<file path="src/rtl/config_pkg.sv">
// config_pkg
// Core configuration record type. Only the fields this slice of the
// codebase consumes are carried: virtual address width and return
// address stack depth.
package config_pkg;

    typedef struct packed {
        int unsigned VLEN;      // virtual address width in bits
        int unsigned RASDepth;  // return address stack entries
    } cva6_cfg_t;

endpackage

</file>
<file path="src/rtl/cva6_config_pkg.sv">
// cva6_config_pkg
// Default core configuration instance used as the parameter default by
// blocks that take a config_pkg::cva6_cfg_t.
package cva6_config_pkg;

    localparam config_pkg::cva6_cfg_t cva6_cfg = '{
        VLEN:     32'd32,
        RASDepth: 32'd2
    };

endpackage

</file>
<file path="src/rtl/ras_pkg.sv">
// ras_pkg
// Shared types and constants for the return address stack.
//   ras_entry_t : one stack entry (return address, default-config VLEN)
//   RAS_STAT_W  : width of the optional overflow/underflow statistics
package ras_pkg;

    localparam int unsigned RAS_VLEN   = cva6_config_pkg::cva6_cfg.VLEN;
    localparam int unsigned RAS_STAT_W = 16;

    typedef logic [RAS_VLEN-1:0] ras_entry_t;

endpackage

</file>
<file path="src/rtl/ras_sat_ctr.sv">
// ras_sat_ctr
// Saturating up-counter used for the return address stack statistics.
// Ports:
//   i_clk  : clock, rising edge
//   i_rst  : asynchronous active-high reset, clears the count
//   i_inc  : count one event this cycle
//   o_cnt  : current count, holds at all-ones once reached
module ras_sat_ctr #(
    parameter int unsigned W = 16
) (
    input  logic         i_clk,
    input  logic         i_rst,
    input  logic         i_inc,
    output logic [W-1:0] o_cnt
);

    logic [W-1:0] r_cnt;

    always_ff @(posedge i_clk or posedge i_rst) begin
        if (i_rst) begin
            r_cnt <= '0;
        end else if (i_inc && (r_cnt != '1)) begin
            r_cnt <= r_cnt + 1'b1;
        end
    end

    assign o_cnt = r_cnt;

endmodule

</file>
<file path="src/rtl/ras_circ_stack.sv">
// ras_circ_stack
// Return address stack built as a circular buffer. A push on a full stack
// overwrites the oldest entry; a pop on an empty stack is ignored. Outputs
// come straight from registers, so a push/pop is visible one cycle later.
// Ports:
//   clk_i          : clock, rising edge
//   rst_i          : asynchronous active-high reset (clears entries too)
//   flush_i        : discard all entries; wins over push/pop
//   push_i         : call seen, push push_addr_i
//   push_addr_i    : return address to push (VLEN bits)
//   pop_i          : return seen, pop top entry
//   top_valid_o    : stack non-empty
//   top_addr_o     : entry at top of stack
//   empty_o        : count == 0
//   full_o         : count == DEPTH
// Optional (macro RAS_STATS_EN defined):
//   overflow_cnt_o : saturating count of pushes that overwrote the oldest entry
//   underflow_cnt_o: saturating count of pops issued while empty
//   Neither counter is cleared by flush_i.
module ras_circ_stack
    import ras_pkg::*;
#(
    parameter config_pkg::cva6_cfg_t CVA6Cfg = cva6_config_pkg::cva6_cfg,
    parameter int unsigned DEPTH = CVA6Cfg.RASDepth
) (
    input  logic                    clk_i,
    input  logic                    rst_i,
    input  logic                    flush_i,
    input  logic                    push_i,
    input  logic [CVA6Cfg.VLEN-1:0] push_addr_i,
    input  logic                    pop_i,
    output logic                    top_valid_o,
    output logic [CVA6Cfg.VLEN-1:0] top_addr_o,
    output logic                    empty_o,
    output logic                    full_o
`ifdef RAS_STATS_EN
    ,
    output logic [RAS_STAT_W-1:0]   overflow_cnt_o,
    output logic [RAS_STAT_W-1:0]   underflow_cnt_o
`endif
);

    localparam int unsigned VLEN  = CVA6Cfg.VLEN;
    localparam int unsigned TOS_W = (DEPTH == 1) ? 1 : $clog2(DEPTH);
    localparam int unsigned CNT_W = $clog2(DEPTH + 1);

    localparam logic [TOS_W-1:0] TOS_LAST = TOS_W'(DEPTH - 1);
    localparam logic [CNT_W-1:0] CNT_FULL = CNT_W'(DEPTH);

    logic [VLEN-1:0]  r_entry [DEPTH];
    logic [TOS_W-1:0] r_tos;
    logic [CNT_W-1:0] r_count;

    logic [TOS_W-1:0] w_tos_inc;
    logic [TOS_W-1:0] w_tos_dec;
    logic             w_empty;
    logic             w_full;

    // Modulo-DEPTH pointer steps; DEPTH need not be a power of two.
    assign w_tos_inc = (r_tos == TOS_LAST) ? '0 : r_tos + 1'b1;
    assign w_tos_dec = (r_tos == '0) ? TOS_LAST : r_tos - 1'b1;

    assign w_empty = (r_count == '0);
    assign w_full  = (r_count == CNT_FULL);

    always_ff @(posedge clk_i or posedge rst_i) begin
        if (rst_i) begin
            r_tos   <= '0;
            r_count <= '0;
            for (int i = 0; i < DEPTH; i++) begin
                r_entry[i] <= '0;
            end
        end else if (flush_i) begin
            // Entries are left as-is; count == 0 hides them.
            r_tos   <= '0;
            r_count <= '0;
        end else if (push_i && pop_i && !w_empty) begin
            // Return immediately followed by a call: replace the top in place.
            r_entry[r_tos] <= push_addr_i;
        end else if (push_i) begin
            // Plain push, or push+pop on an empty stack which degenerates to one.
            r_tos              <= w_tos_inc;
            r_entry[w_tos_inc] <= push_addr_i;
            if (!w_full) begin
                r_count <= r_count + 1'b1;
            end
        end else if (pop_i && !w_empty) begin
            r_tos   <= w_tos_dec;
            r_count <= r_count - 1'b1;
        end
    end

    assign top_addr_o  = r_entry[r_tos];
    assign top_valid_o = !w_empty;
    assign empty_o     = w_empty;
    assign full_o      = w_full;

`ifdef RAS_STATS_EN
    logic w_overflow;
    logic w_underflow;

    assign w_overflow  = !flush_i && push_i && !pop_i && w_full;
    assign w_underflow = !flush_i && pop_i && !push_i && w_empty;

    ras_sat_ctr #(.W(RAS_STAT_W)) u_overflow_ctr (
        .i_clk (clk_i),
        .i_rst (rst_i),
        .i_inc (w_overflow),
        .o_cnt (overflow_cnt_o)
    );

    ras_sat_ctr #(.W(RAS_STAT_W)) u_underflow_ctr (
        .i_clk (clk_i),
        .i_rst (rst_i),
        .i_inc (w_underflow),
        .o_cnt (underflow_cnt_o)
    );
`endif

endmodule

</file>
<file path="config.mk">
export PLATFORM = sky130hd
export DESIGN_NAME = ras_circ_stack
export DESIGN_NICKNAME = d
export VERILOG_FILES = /design/src/rtl/config_pkg.sv /design/src/rtl/cva6_config_pkg.sv /design/src/rtl/ras_pkg.sv /design/src/rtl/ras_sat_ctr.sv /design/src/rtl/ras_circ_stack.sv
export SDC_FILE = /design/constraint.sdc
export NUM_CORES = 1
export LEC_CHECK = 0
export BUFFER_PORTS_ARGS = -buffer_cell sky130_fd_sc_hd__clkbuf_2
export CAP_MARGIN = 30
export CORE_MARGIN = 2
export CORE_UTILIZATION = 34
export DETAILED_ROUTE_END_ITERATION = 6
export SETUP_SLACK_MARGIN = 0.05
export SLEW_MARGIN = 20
export SYNTH_ARGS = -nofsm -noshare
export SYNTH_HDL_FRONTEND = slang
export SYNTH_SLANG_ARGS = --single-unit
</file>
<file path="constraint.sdc">
create_clock -name clk_i -period 3.2 [get_ports clk_i]
set_input_delay 0.16 -clock clk_i [delete_from_list [all_inputs] [get_ports clk_i]]
set_output_delay 0.16 -clock clk_i [all_outputs]
set_load 0.01 [all_outputs]
</file>
==> results.toml <==
[floorplan]
die_h_um = 99.9
coreArea_um2 = 9060
die-area_um2 = 9990
io_pins = 72
initial_utilization_pct = 34.5
row_count = 35
chipWidth_um = 99.9

[synth]
netlist_top_cells_area = "dfrtp_1, mux2_2, mux2_4, buf_6, mux2_1"
syn_inst = 197
ys_types = 22
synth_edf_count = 0
netlist_area_um2 = 3130
avgSynthCellArea_um2 = 15.9
synth_top_flop_cell = "dfrtp_1"
seq_area_frac_synth_pct = 53.6
async_flop_share_pct = 100
synth_top_area_share_pct = 53.6
synth_nets = 234
yosysTopAreaCell = "dfrtp_1"
yosysWarnings = 0
ys_seq_elements = 67

[place]
gp_congestion = 0.709
dpl_cell_area_um2 = 3570
dp_hpwl_mm = 3.77
numPortBuffers = 71

[sta]
clock_skew_ns = 0.0110
fin_crit_sh_pct = 67.1
worst_slew_pin_slew_ns = 0.649
max_slew_margin_pct = 56.7
fmax_mhz = 466
min_period_ns = 2.15
drv_slew = 0
setup-violations-final = 0
fin_hold_ws_ns = 0.0496
hold_violations = 0
rsz0062_at_grt = "false"
setup-tns-final_ns = 0

[layout]
final_cell_mix = "clkbuf_2, dfrtp_1, mux2_2, mux2_4, clkbuf_8"
layout-drive-gt1-share_pct = 67.9
fin_nets = 309
final_area_um2 = 3750
syn2layout_area_growth_pct = 19.8
diodes = 0
final_common_cell = "clkbuf_2"

[flow_run]
cap_violations = 0

[route]
drcViolationCount = 0
vias = 1822
routed_wl_mm = 5.71
wl_per_cell_um = 14.7
antenna_left = 0
via_per_inst = 4.70
drtIter0Drc = 29
drt_pre_antenna_iters = 4

[power]
p_per_area_nw_per_um2 = 744
total_leakage_power_nw = 1.81
ir_worst_vdd_mv = 0.283

[setup_path]
worstPathArrival_ns = 2.36
critPathLaunchType = "flop"
cp.required_ns = 3.41
crit_type = "reg -> reg"
critPathMaxFanout = 34
end_kind = "flop"

[cts]
cts_sinks = 67
cts_buffers = 9
cts_tree = "done"
clock_path_buffers = 2
htree_levels = 3
cts_resized = 0
cts_root_buffer = "clkbuf_8"
insertion_delay_ns = 0.33
path_clk_slew_ns = 0.06

[global_route]
busiest_layer = "met2"
antenna_found_initial = 0
grtUsageMet2_pct = 18.9
grt_overflow = 0
grt_max_degree = 43
grt_pass1_wl_mm = 9.61
grt_use_met3_pct = 5.01
grt_pass1_vias = 1895
grt_usage_pct = 12.4
grtUsageMet1_pct = 16.3

[run_status]
outcome = "completed"

[min_path]
min_path_type = "in -> reg"
-- cells in the mapped netlist, types with 2 or more instances --
library cell and n:
buf_6 7, inv_1 3, xor2_1 2, nor2b_1 2, or2_2 2, mux2_4 30, clkbuf_1 3, a21oi_1 2
dfrtp_1 67, mux2_1 3, mux2_2 64, nor3_1 2
-- per-stage QoR --
| step | std cells | setup WS, ns | utilization (%) | power [mW] |
|---|---|---|---|---|
| 6_report | 388 | 1.05 | 41.4 | 2.79 |
| 5_1_grt | 388 | 0.846 | 41.4 | 2.99 |
| 4_1_cts | 388 | 1.00 | 41.4 | 2.85 |
| 3_5_place_dp | 371 | 0.989 | 39.4 | 2.22 |
| 3_3_place_gp | 371 | 1.05 | 39.4 | 2.20 |
| 2_1_floorplan | 197 | 1.36 | - | 1.93 |
-- final timing paths --
kind                             startpoint          end  slack, ns  depth (start not counted)
worst max-delay path                  r_tos  r_entry[32]       1.05                          5
worst min-delay path                flush_i   r_count[0]       0.05                          2
worst max register to register        r_tos  r_entry[32]       1.05                          5
worst min register to register  r_entry[35]  r_entry[35]       0.49                          1
max in group asynchronous             rst_i  r_entry[43]       1.86                          4
min in group asynchronous             rst_i   r_entry[3]       0.40                          3
-- cell families (layout without fill, tap and decap cells) --
family,Yosys count,after routing,synth area share (%)
AOI/OAI and AO/OA,6,6,1.32
xor gates and xnor gates,2,2,0.560
buffers and inverters,14,94,3.48
DFF,67,67,53.6
muxes,98,98,38.9
and+or+nand+nor,10,10,2.12
-- sequential cells by signal (all words and copies together) (netlist names) --
name / count
r_entry: 64
r_tos: 1
r_count: 2
-- critical path, stage by stage, from the launching register on --
cell and delay [ns]:
dfrtp_1 0.34, buf_4 0.43, nand3b_1 0.23, mux2i_4 0.43, buf_12 0.25, mux2_2 0.35
-- power by group --
part / leakage (nW) / internal, mW / switching (mW)
clock: 0.0928 / 0.298 / 0.301
combinational: 0.923 / 0.564 / 0.365
sequential: 0.797 / 1.13 / 0.133
-- per-layer routing --
layer  share of wire [%]  vias to the layer above
met1                  47                      923
met5                   0                        -
met2                  46                       41
met3                 6.0                        5
li1                    -                      853
met4                 1.2                        0
-- cell type report --
type / count / area, um^2
fillers: 850 / 5320
flip-flops and latches: 67 / 1680
multi-input cells: 116 / 1350
repair buffers: 75 / 400
clock buffers: 11 / 141
well taps: 111 / 139
clock inverters: 5 / 28.8
inverters: 3 / 11.3
-- what timing repair did --
item / CTS / global route
hold buffers: 1 / 0
buffers inserted: 0 / 0
hold endpoints to repair: 25 / 0
(Power assumes the default switching activity.)
